**config.mk**
```make
export PLATFORM = sky130hd
export DESIGN_NAME = cla_addsub_pipe
export DESIGN_NICKNAME = d
export VERILOG_FILES = /design/src/rtl/cla_addsub_pipe.sv
export SDC_FILE = /design/constraint.sdc
export NUM_CORES = 1
export LEC_CHECK = 0
export BUFFER_PORTS_ARGS = -buffer_cell sky130_fd_sc_hd__buf_2
export CORE_AREA = 2 2 93 95
export CTS_BUF_LIST = sky130_fd_sc_hd__clkbuf_8
export DETAILED_ROUTE_END_ITERATION = 6
export DIE_AREA = 0 0 95 97
export PLACE_DENSITY = 0.85
export SYNTH_ARGS = -nofsm -noshare
export SYNTH_HDL_FRONTEND = slang
export SYNTH_SLANG_ARGS = --single-unit
```
**constraint.sdc**
```tcl
create_clock -name clk -period 9.9 [get_ports clk]
set_clock_uncertainty 0.1 [all_clocks]
set_input_delay 0.495 -clock clk [delete_from_list [all_inputs] [get_ports clk]]
set_output_delay 0.495 -clock clk [all_outputs]
set_load 0.02 [all_outputs]
```
**src/rtl/cla_addsub_pipe.sv**
```systemverilog
// Pipelined carry-lookahead adder/subtractor: STAGES register slices, each
// resolving SW result bits with a two-level CLA. Optional CLA_ADDSUB_SAT_EN adds per-beat saturation.
module cla_addsub_pipe #(
  parameter int WIDTH  = 32,
  parameter int GROUP  = 4,
  parameter int STAGES = 2
) (
  input  logic             clk,
  input  logic             rst,
  input  logic             in_valid,
  output logic             in_ready,
  input  logic [WIDTH-1:0] a,
  input  logic [WIDTH-1:0] b,
  input  logic             sub,
`ifdef CLA_ADDSUB_SAT_EN
  input  logic             sat,
`endif
  output logic             out_valid,
  input  logic             out_ready,
  output logic [WIDTH-1:0] s,
  output logic             c_out,
  output logic             ovf,
  output logic             zero
);

  localparam int SW = WIDTH / STAGES;
  localparam int NG = SW / GROUP;
  localparam int L  = STAGES - 1;

  // Returns {carry_out, sum}: group g/p first, then lookahead across groups.
  function automatic logic [SW:0] cla(input logic [SW-1:0] x, input logic [SW-1:0] y,
                                      input logic ci);
    logic [SW-1:0] g, p, c;
    logic [NG-1:0] gg, gp;
    logic [NG:0]   gc;
    g  = x & y;
    p  = x ^ y;
    gg = '0;
    gp = '1;
    c  = '0;
    for (int j = 0; j < NG; j++)
      for (int i = 0; i < GROUP; i++) begin
        gg[j] = g[j*GROUP+i] | (p[j*GROUP+i] & gg[j]);
        gp[j] = gp[j] & p[j*GROUP+i];
      end
    gc[0] = ci;
    for (int j = 0; j < NG; j++) gc[j+1] = gg[j] | (gp[j] & gc[j]);
    for (int j = 0; j < NG; j++) begin
      c[j*GROUP] = gc[j];
      for (int i = 1; i < GROUP; i++)
        c[j*GROUP+i] = g[j*GROUP+i-1] | (p[j*GROUP+i-1] & c[j*GROUP+i-1]);
    end
    return {gc[NG], p ^ c};
  endfunction

  logic [STAGES-1:0] v, adv, load;

  always_comb begin
    logic nxt, t;
    adv = '0;
    nxt = out_ready;
    for (int k = L; k >= 0; k--) begin
      t      = v[k] & nxt;
      adv[k] = t;
      nxt    = ~v[k] | t;
    end
  end

  assign load      = ~v | adv;
  assign in_ready  = load[0];
  assign out_valid = v[L];

  always_ff @(posedge clk) begin
    if (rst) v <= '0;
    else begin
      if (load[0]) v[0] <= in_valid;
      for (int k = 1; k < STAGES; k++)
        if (load[k]) v[k] <= v[k-1];
    end
  end

  for (genvar k = 0; k < STAGES; k++) begin : g_st
    // Operands shrink by one slice per stage; the result word grows by one.
    localparam int RW = WIDTH - k*SW;
    logic [RW-1:0]       xa, xb;
    logic                xc, xv;
    logic [SW:0]         r;
    logic [(k+1)*SW-1:0] ws;
`ifdef CLA_ADDSUB_SAT_EN
    logic                xsat;
`endif

    if (k == 0) begin : g_src
      assign xa = a;
      assign xb = b ^ {WIDTH{sub}};
      assign xc = sub;
      assign xv = in_valid;
      assign ws = r[SW-1:0];
`ifdef CLA_ADDSUB_SAT_EN
      assign xsat = sat;
`endif
    end else begin : g_src
      assign xa = g_st[k-1].g_mid.ra;
      assign xb = g_st[k-1].g_mid.rb;
      assign xc = g_st[k-1].g_mid.rc;
      assign xv = v[k-1];
      assign ws = {r[SW-1:0], g_st[k-1].g_mid.rs};
`ifdef CLA_ADDSUB_SAT_EN
      assign xsat = g_st[k-1].g_mid.rsat;
`endif
    end

    assign r = cla(xa[SW-1:0], xb[SW-1:0], xc);

    if (k < L) begin : g_mid
      logic [RW-SW-1:0]    ra, rb;
      logic [(k+1)*SW-1:0] rs;
      logic                rc;
`ifdef CLA_ADDSUB_SAT_EN
      logic                rsat;
`endif
      always_ff @(posedge clk) begin
        if (rst) begin
          ra <= '0;
          rb <= '0;
          rs <= '0;
          rc <= 1'b0;
`ifdef CLA_ADDSUB_SAT_EN
          rsat <= 1'b0;
`endif
        end else if (load[k] && xv) begin
          ra <= xa[RW-1:SW];
          rb <= xb[RW-1:SW];
          rs <= ws;
          rc <= r[SW];
`ifdef CLA_ADDSUB_SAT_EN
          rsat <= xsat;
`endif
        end
      end
    end else begin : g_last
      logic             cmsb, ovf_n;
      logic [WIDTH-1:0] s_n;
      always_comb begin
        // carry into the MSB recovered from its own sum bit
        cmsb  = xa[SW-1] ^ xb[SW-1] ^ r[SW-1];
        ovf_n = cmsb ^ r[SW];
        s_n   = ws;
`ifdef CLA_ADDSUB_SAT_EN
        if (xsat && ovf_n)
          s_n = ws[WIDTH-1] ? {1'b0, {(WIDTH-1){1'b1}}} : {1'b1, {(WIDTH-1){1'b0}}};
`endif
      end
      always_ff @(posedge clk) begin
        if (rst) begin
          s     <= '0;
          c_out <= 1'b0;
          ovf   <= 1'b0;
          zero  <= 1'b0;
        end else if (load[k] && xv) begin
          s     <= s_n;
          c_out <= r[SW];
          ovf   <= ovf_n;
          zero  <= ~|s_n;
        end
      end
    end
  end

endmodule

```
==> out/qor.txt, run 1 <==
Effective utilization at floorplan - 59.8%
Met3 usage - 4.60%
Yosys top cell by area - dfxtp_1
WP data required - 10090 ps
I/O pin count - 106
GRT Max-Usage Layer - met2
Non-Filler Instances - 736
Die width - 95 um
Antenna diodes - 0
Via density - 5.51
Drt pass-1 iters - 6
Clock buffer count from CTS - 9
RSZ-0062 raised after global routing - false
Achievable frequency - 0.249 GHz
Crit. path cell count - 14
Fin nets - 750
DIE HEIGHT - 97 um
Slew @ Worst Pin - 1230 ps
Clk sink count - 86
Resized Gates After CTS - 0
Fin crit share - 40.5%
RePlAce Congestion - 0.923
Vias - 4057
CP Launch Type - flip-flop
CTS H-tree depth - 3
Placed instance area - 0.00535 mm^2
Slew Viols, Final - 0
Rows - 33
CP Buf/Inv Count - 0
Post-CTS Setup Inserts - 0
CP dominant cell by count - fa_1
Most used DFF post-synth - dfxtp_1
Static Leak - 2.52 nW
CP max stage delay - 490 ps
Final instance area - 0.00553 mm^2
Final wirelength - 11100 um
Met1 usage - 33.1%
YS warnings - 0
Synth area leaders - dfxtp_1 (35%), fa_1 (9.5%), ha_1 (8.2%), nand2_1 (7.9%), a21oi_1 (6.3%)
Critical-path top delay cell - fa_1
DRC viols - 0
Setup crit end kind - flip-flop
Core box area - 0.00813 mm^2
Latest clock arrival within the worst-skew pair - 360 ps
Hold Vio Cnt, Final - 0
FILL cells - 674
Max_slew headroom - 17.9%
Data arrival time of the worst path - 4200 ps
Post-synth EDFFs - 0
Placed cells - 720
CP top delay family - adder cells
Longest Clk Path Bufs - 2
Crit-path max FO - 3
Synthesized instance count - 539
Seq cells post-synth - 86
Gr usage total - 24.9%
Max_cap viols - 0
Cell Area, Synth - 0.00487 mm^2
CTS Hold Bufs - 0
Post-synth ARST share - 0%
Initial antenna violation count - 0
Layout cells sized above 1 - 23.9%
Maximum VDD drop - 66.5 uV
Routing usage on met2 - 40.5%
Vias in the first global route - 3952
Post-route minimum period - 4010 ps
Kind of critical path - reg2reg
Worst hold path cell count - 3
Die area - 0.00922 mm^2
Largest net degree at the start of global routing - 85
Setup violators final - 0
Crit-path cells - ha_1, a211o_1, o2111ai_1, o21bai_1, a21o_1, a21o_1, fa_1, fa_1, fa_1, nor4_1, nand4_1, nor4_1, a21oi_1, nor2_1
Setup TNS - 0 ps
Net Count, Synth - 663
Sequential area share after synthesis - 35.4%
Synthesis-to-finish area growth - 13.7%
Top-area cell type share of the netlist area - 35.4%
PortBufs - 105
First-pass GRT wire length - 18200 um
WL/cell - 15.1 um
Post-DP HPWL - 8400 um
CTS tree - yes
Distinct cells, synth - 42
Gr ovfl total - 0
Initial drt markers - 232
Avg Inst Size Synth - 9.03 um^2
Status - completed
Clock-pin slew on the worst setup and hold paths - 90 ps
HP Class - in2reg
Clock root buffer - clkbuf_8
Power per standard cell area - 149 mW/mm^2
FF-to-FF path depth - 14
Post-DRT Antenna Nets - 0
-- layer usage --
| metal | wire length, um | share of wire [%] |
|---|---|---|
| met5 | 0 | 0 |
| met4 | 203 | 1.8 |
| met3 | 585 | 5.3 |
| met2 | 5310 | 48 |
| met1 | 4980 | 45 |
-- cell families (layout without fill, tap and decap cells) --
logic type	after synthesis	count (layout)	synth area share [%]
AOI/OAI and AO/OA	119	119	17.5
xor gates and xnor gates	41	41	7.38
adders and majority gates	55	55	17.7
buffers and inverters	59	151	5.97
DFF	86	86	35.4
muxes	2	2	0.411
and+or+nand+nor	177	177	15.6
-- layout make-up --
cell class                      count  area (um^2)  area share [%]
Clock inverter                      6         46.3           0.837
Inverter                           29          109            1.97
Clock buffer                       10          138            2.49
Multi-Input combinational cell    394         2850            51.6
Tap cell                          105          131            2.37
Sequential cell                    86         1720            31.1
Timing Repair Buffer              106          533            9.63
-- Yosys cell counts, drive strengths merged (2+ instances only) --
| master | instances |
|---|---|
| nand2 | 105 |
| dfxtp | 86 |
| a21oi | 61 |
| nor2 | 42 |
| a211oi | 35 |
| ha | 32 |
| inv | 29 |
| xnor2 | 24 |
| fa | 23 |
| buf | 22 |
| xor2 | 17 |
| clkbuf | 8 |
| o21ai | 8 |
| nor4 | 7 |
| nand3 | 4 |
| nor2b | 4 |
| a21o | 3 |
| and2 | 3 |
| nand4 | 3 |
| nor3 | 3 |
| o211ai | 3 |
| and4 | 2 |
| mux2i | 2 |
| o2111ai | 2 |
-- per-stage QoR --
| stage | utilization [%] | hold WS, ps | setup WS, ps | power (mW) |
|---|---|---|---|---|
| after floorplan | - | 341 | 6300 | 0.539 |
| after global placement | 65.8 | 343 | 5790 | 0.589 |
| after detailed placement | 65.8 | 346 | 5540 | 0.601 |
| after CTS | 68.0 | 252 | 5890 | 0.826 |
| after global routing | 68.0 | 270 | 5720 | 0.868 |
| final | 68.0 | 260 | 5890 | 0.825 |
-- worst reg2reg max path, stage by stage (launching register included) --
cell and delay [ps]:
dfxtp_1 340, ha_1 310, a211o_1 310, o2111ai_1 140, o21bai_1 170, a21o_1 230, a21o_1 180, fa_1 380
fa_1 390, fa_1 490, nor4_1 300, nand4_1 170, nor4_1 270, a21oi_1 70, nor2_1 100
-- state kept, by name, summed over array words and instances, names as in the netlist --
signal / cells
g_st.g_mid.ra: 16
v: 2
zero: 1
g_st.g_mid.rb: 16
s: 32
ovf: 1
c_out: 1
g_st.g_mid.rs: 16
g_st.g_mid.rc: 1
-- final timing paths --
path         slack, ps             endpoint           startpoint
max               5890                 zero  g_st[0].g_mid.ra[0]
min                260  g_st[0].g_mid.ra[4]                a[20]
max reg2reg       5890                 zero  g_st[0].g_mid.ra[0]
min reg2reg        350                s[18]                s[18]
-- cells in the final DEF, fill, tap and decap left out, types with 2 or more instances in the layout --
cell type	netlist	routed
inv_1	29	29
xor2_1	17	17
nor2_1	42	42
nor3_1	3	3
a21o_1	3	3
o211ai_1	2	2
a211oi_1	14	14
nand4_1	3	3
xnor2_1	24	24
clkinvlp_4	0	2
buf_2	13	105
nor4_1	7	7
and4_1	2	2
dfxtp_1	86	86
nor2b_1	3	3
mux2i_1	2	2
o21ai_0	8	8
nand2_1	103	103
a21oi_1	61	61
nand3_1	4	4
clkbuf_8	0	10
and2_1	2	2
nand2_2	2	2
o2111ai_1	2	2
a211oi_2	21	21
clkinv_4	0	2
ha_1	32	32
fa_1	23	23
-- report_power, final --
part	switching [mW]	internal [mW]	total, mW
Combinational	0.119	0.0861	0.205
Sequential	0.0214	0.371	0.392
Clock	0.129	0.0991	0.228
Note: power is estimated with default switching activity, not from simulation.
==> run 2: changes to the inputs <==
- CORE_AREA: 2 2 93 95 -> 2 2 101 103
- DIE_AREA: 0 0 95 97 -> 0 0 103 105
- PLACE_DENSITY: 0.85 -> 0.76
- clock period: 9.9 -> 3.25 ns (I/O delays scaled with it)
==> run 2 against run 1 <==
Net effect: largest cell class unchanged; clock-buffer cell count is the same; the run now ends with setup timing left; sequential cell count is the same; critical path type unchanged; final area grew 13%; critical endpoint is now ovf; critical path depth shrank 1; first-iteration DRC count shrank 9.9%; sequential share of layout area shrank 3.6 points; power grew to 3.2 times the previous value; sequential power grew to 3.0 times the previous value.
==> out/qor.txt, run 2 (synthesis results as in run 1) <==
Hold Vio Cnt, Final - 0 (unchanged)
DRC viols - 0 (unchanged)
Clock-pin slew on the worst setup and hold paths - 80 ps (about the same)
Core box area - 0.00964 mm^2 (+19%)
CTS tree - yes
Max_slew headroom - 39.1% (+21 points)
Slew @ Worst Pin - 912 ps (-319 ps)
Kind of critical path - reg2reg
Comb power frac - 27.5% (+2.7 points)
CP top delay family - adder cells
Initial antenna violation count - 0 (unchanged)
Slew Viols, Final - 0 (unchanged)
Hold Slack - 11.6 ps (-249 ps)
Max_cap viols - 0 (unchanged)
Gr ovfl total - 0 (unchanged)
CP dominant cell by count - fa_2
CP max stage delay - 390 ps (-100 ps)
WL/cell - 15.1 um (+0.21%)
Sequential Power Share - 44.7% (-2.9 points)
Post-DRT Antenna Nets - 0 (unchanged)
Synthesis-to-finish area growth - 28.7%
WP data required - 3440 ps (-6650 ps)
Gr usage total - 24.1% (-0.79 points)
Die area - 0.0108 mm^2 (+17%)
Setup violators final - 3 (+3)
HP Class - in2reg
Crit-path cells - ha_1, nand3_2, o211ai_1, o21bai_4, a21o_1, a21o_1, fa_2, fa_2, fa_2, buf_4, o41ai_2, o31ai_1, mux2i_1
Clock root buffer - clkbuf_8
CTS H-tree depth - 3 (unchanged)
Clk sink count - 86 (unchanged)
Int Power - 1.84 mW (+230%)
Non-Filler Instances - 829 (+13%)
Sw frac - 31.3% (-1.3 points)
Clock power frac - 27.9% (+0.3 points)
DIE HEIGHT - 105 um (+8.2%)
Data arrival time of the worst path - 3680 ps (-520 ps)
R2r setup slk - -240 ps (-6130 ps)
Achievable frequency - 0.287 GHz (+15%)
Maximum VDD drop - 221 uV (+230%)
Final wirelength - 12500 um (+13%)
Net Sw Power - 0.836 mW (+210%)
PortBufs - 105 (unchanged)
Status - complete, but fails checks
Fin crit share - 107% (+67 points)
Rows - 36 (+9.1%)
Post-route minimum period - 3490 ps (-521 ps)
Via density - 5.11 (-7.4%)
I/O pin count - 106 (unchanged)
Initial drt markers - 209 (-9.9%)
Power per standard cell area - 427 mW/mm^2 (+190%)
Setup ws final - -240 ps (-6130 ps)
Static Leak - 2.85 nW (+13%)
Layout cells sized above 1 - 30.9% (+7.0 points)
Commonest non-fill, non-tap cell in the layout - buf_2
Die width - 103 um (+8.4%)
Clock buffer count from CTS - 9 (unchanged)
Max reg flops - 32 (unchanged)
Core Util, Final - 65.0% (-3.0 points)
Most frequent cells in the layout - buf_2 (105), nand2_1 (103), dfxtp_1 (82), a21oi_1 (59), nor2_1 (42)
Vias in the first global route - 4288 (+8.5%)
Antenna diodes - 0 (unchanged)
CP Launch Type - flip-flop
Most flops, register - s
Fin nets - 815 (+8.7%)
Largest net degree at the start of global routing - 76 (-11%)
Effective utilization at floorplan - 50.5% (-9.3 points)
Critical-path top delay cell - fa_2
Drt pass-1 iters - 4 (-2)
Crit-path max FO - 3 (unchanged)
First-pass GRT wire length - 20300 um (+12%)
Latest clock arrival within the worst-skew pair - 360 ps (about the same)
Vias - 4233 (+4.3%)
Failing checks - setup timing
Setup crit end kind - flip-flop
Placed cells - 781 (+8.5%)
CP Buf/Inv Count - 1 (+1)
Post-DP HPWL - 8870 um (+5.6%)
RePlAce Congestion - 0.880 (-4.6%)
Longest Clk Path Bufs - 2 (unchanged)
RSZ-0062 raised after global routing - true
-- run 2: cell types whose count changed in the layout (fill, tap and decap cells not counted), sizes merged --
| cell | change |
|---|---|
| clkinv | -1 |
| dlygate4sd3 | +18 |
| buf | +47 |
| clkinvlp | -2 |
| inv | +2 |
| bufinv | +1 |
-- run 2: power by group through the flow --
stage,clock (mW),sequential (mW),combinational [mW]
finish,0.745,1.19,0.735
global route,0.797,1.20,0.814
CTS,0.753,1.19,0.720
detailed placement,0,1.21,0.675
global placement,0,1.21,0.656
floorplan,0,1.23,0.421
-- run 2: layout make-up --
cell class	count	area, um^2
Clock inverter	6	55.1
Tap cell	133	166
Clock buffer	10	138
Inverter	29	109
Timing Repair Buffer	171	1100
Fill cell	788	3380
Sequential cell	86	1730
Multi-Input combinational cell	394	2970
-- run 2: worst register-to-register path: stages, from the launching register on --
cell and delay [ps]:
dfxtp_1 330, ha_1 330, nand3_2 90, o211ai_1 120
o21bai_4 200, a21o_1 220, a21o_1 180, fa_2 340
fa_2 350, fa_2 390, buf_4 160, o41ai_2 330
o31ai_1 110, mux2i_1 160
-- run 2: timing repair --
| item | CTS | global route |
|---|---|---|
| gates cloned | 0 | 0 |
| setup buffers | 14 | 0 |
| hold buffers | 18 | 0 |
| setup endpoints to repair | 3 | 3 |
| endpoints found under the hold margin | 18 | 0 |
| pin swaps | 11 | 0 |
| gates resized for setup | 20 | 1 |
-- run 2: layer usage --
| metal | vias up | track usage, % | share of wire (%) |
|---|---|---|---|
| met4 | 0 | 8.18 | 1.7 |
| met3 | 15 | 4.41 | 5.3 |
| met2 | 120 | 38.7 | 48 |
| li1 | 2120 | - | - |
| met5 | - | 0 | 0 |
| met1 | 1978 | 32.4 | 45 |
-- run 2: final timing paths --
kind | from | end | cells past startpoint
worst max-delay path | g_st[0].g_mid.ra[5] | ovf | 13
worst min-delay path | b[25] | g_st[0].g_mid.rb[9] | 3
worst max register to register | g_st[0].g_mid.ra[5] | ovf | 13
worst min register to register | s[9] | s[9] | 2
-- run 2: metrics by stage --
step | power, mW | cell area [um^2] | TNS (ps) | setup WS (ps)
6_report | 2.67 | 6260 | -596 | -240
3_5_place_dp | 1.89 | 5680 | -767 | -333
2_1_floorplan | 1.65 | 4900 | -270 | -156
3_3_place_gp | 1.87 | 5680 | -578 | -283
4_1_cts | 2.67 | 6260 | -337 | -174
5_1_grt | 2.81 | 6260 | -928 | -369
==> run 3: changes to the inputs <==
- CAP_MARGIN: not set -> 20
- SKIP_CTS_REPAIR_TIMING: not set -> 1
==> run 3 against run 2 <==
Net effect: the run still ends with setup timing left; clock power about the same; sequential cell count unchanged; die area unchanged; setup slack improved by 4.3 ps; final area decreased by 1.8%; sequential power about the same; wire length decreased by 6.8%; power decreased by 0.75%; critical endpoint is now zero; largest power group unchanged.
==> out/qor.txt, run 3 (synthesis results as in run 1) <==
Status - complete, but fails checks
Failing checks - setup timing
CTS H-tree depth - 3 (unchanged)
Clock power frac - 28.1% (+0.2 points)
WL/cell - 14.3 um (-5.2%)
Sequential Power Share - 45.0% (+0.3 points)
DIE HEIGHT - 105 um (unchanged)
FF-to-FF path depth - 12 (-1)
Max reg flops - 32 (unchanged)
Hold Vio Cnt, Final - 0 (unchanged)
Clock root buffer - clkbuf_8
Most flops, register - s
DRC viols - 0 (unchanged)
First-pass GRT wire length - 18600 um (-8.6%)
Setup TNS - -407 ps (+189 ps)
Post-DRT Antenna Nets - 0 (unchanged)
Comb power frac - 26.9% (-0.6 points)
Rows - 36 (unchanged)
Die area - 0.0108 mm^2 (unchanged)
Commonest non-fill, non-tap cell in the layout - buf_2
PortBufs - 105 (unchanged)
Fin nets - 801 (-1.7%)
WP data required - 3460 ps (+20 ps)
Setup ws final - -236 ps (+4.31 ps)
Largest net degree at the start of global routing - 76 (unchanged)
Hold Crit Start - b[27]
Static Leak - 2.78 nW (-2.4%)
Antenna diodes - 0 (unchanged)
Power per standard cell area - 432 mW/mm^2 (+1.1%)
Slew @ Worst Pin - 901 ps (-11.2 ps)
Design Power - 2.65 mW (-0.75%)
Non-Filler Instances - 815 (-1.7%)
GRT Max-Usage Layer - met2
HP Class - in2reg
Gr usage total - 21.8% (-2.3 points)
RSZ-0062 raised after global routing - true
Gr ovfl total - 0 (unchanged)
Area of the multi-input gates - 0.00298 mm^2 (+0.55%)
Fin crit share - 107% (-0.13 points)
Max_cap viols - 0 (unchanged)
Setup violators final - 2 (-1)
Placed cells - 781 (unchanged)
Net Sw Power - 0.827 mW (-1.1%)
Sw frac - 31.2% (-0.11 points)
Final wirelength - 11700 um (-6.8%)
FF+latch area - 0.00173 mm^2 (unchanged)
Slew Viols, Final - 0 (unchanged)
Core box area - 0.00964 mm^2 (unchanged)
Dpl ws - -333 ps (unchanged)
Layout cells sized above 1 - 29.9% (-0.98 points)
CP Launch Type - flip-flop
Initial drt markers - 192 (-8.1%)
FILL cells - 815 (+3.4%)
Maximum VDD drop - 207 uV (-6.7%)
Clk sink count - 86 (unchanged)
Latest clock arrival within the worst-skew pair - 370 ps (about the same)
Core Util, Final - 63.8% (-1.2 points)
Achievable frequency - 0.287 GHz (+0.12%)
Hold Path End - g_st[0].g_mid.rb[11]
R2r setup slk - -240 ps (about the same)
Routing usage on met2 - 33.2% (-5.5 points)
Post-route minimum period - 3490 ps (-4.32 ps)
Worst hold path cell count - 3 (unchanged)
Max_slew headroom - 39.8% (+0.75 points)
Setup crit end kind - flip-flop
Vias in the first global route - 4039 (-5.8%)
Met3 usage - 4.55% (+0.13 points)
Clock-pin slew on the worst setup and hold paths - 80 ps (about the same)
Met1 usage - 30.7% (-1.7 points)
Effective utilization at floorplan - 50.5% (unchanged)
Drt pass-1 iters - 5 (+1)
Reg2Reg Capture Point - zero
Via density - 5.07 (-0.73%)
Data arrival time of the worst path - 3690 ps (about the same)
Kind of critical path - reg2reg
CTS tree - yes
RePlAce Congestion - 0.880 (unchanged)
Vias - 4131 (-2.4%)
Post-DP HPWL - 8870 um (unchanged)
Synthesis-to-finish area growth - 26.4%
Crit-path max FO - 2 (-1)
Longest Clk Path Bufs - 2 (unchanged)
Worst r2r src - g_st[0].g_mid.rb[0]
Die width - 103 um (unchanged)
Initial antenna violation count - 0 (unchanged)
Most frequent cells in the layout - buf_2 (105), nand2_1 (103), dfxtp_1 (82), a21oi_1 (60), nor2_1 (42)
I/O pin count - 106 (unchanged)
Int Power - 1.83 mW (-0.59%)
Clock buffer count from CTS - 9 (unchanged)
==> run 3: power groups by stage <==
stage	clock network [mW]	logic, mW	registers (mW)
2_1_floorplan	0	0.421	1.23
3_3_place_gp	0	0.656	1.21
3_5_place_dp	0	0.675	1.21
4_1_cts	0.753	0.680	1.19
5_1_grt	0.797	0.796	1.20
6_report	0.746	0.715	1.19
==> run 3: area by class of cell <==
class	instances	share of cell area, %
Multi-Input combinational cell	394	48.5
Clock inverter	6	0.895
Timing Repair Buffer	157	15.8
Clock buffer	10	2.24
Sequential cell	86	28.1
Inverter	29	1.77
Tap cell	133	2.71
==> run 3: how the worst max path moves through the flow <==
stage            to                start  slack, ps  cells past startpoint
2_1_floorplan   ovf  g_st[0].g_mid.rb[0]       -160                     14
6_report       zero  g_st[0].g_mid.rb[0]       -240                     12
5_1_grt        zero  g_st[0].g_mid.rb[0]       -360                     12
3_5_place_dp   zero  g_st[0].g_mid.rb[0]       -330                     14
4_1_cts        zero  g_st[0].g_mid.rb[0]       -360                     14
3_3_place_gp   zero  g_st[0].g_mid.rb[0]       -280                     14
==> run 3: worst max-delay path, cell delays in order, from the launching register on <==
cell and delay [ps]:
dfxtp_2 340, ha_4 230, a211o_1 290, o2111ai_4 100, nand2_1 120, fa_1 410
fa_1 410, fa_1 510, nor4_2 340, nand4_1 150, nor4_2 260, a21oi_1 70
nor2_1 100
==> run 3: metrics by stage <==
stage	hold slack, ps	instance area [um^2]
global placement	305	5680
global route	15.2	6150
floorplan	180	4900
finish	2.09	6150
CTS	-79.3	5870
detailed placement	312	5680
==> run 3: layer usage <==
layer  up-vias  wire, um
met3        17       631
met1      1925      5390
li1       2086         -
met5         -         0
met2       103      5460
met4         0       182
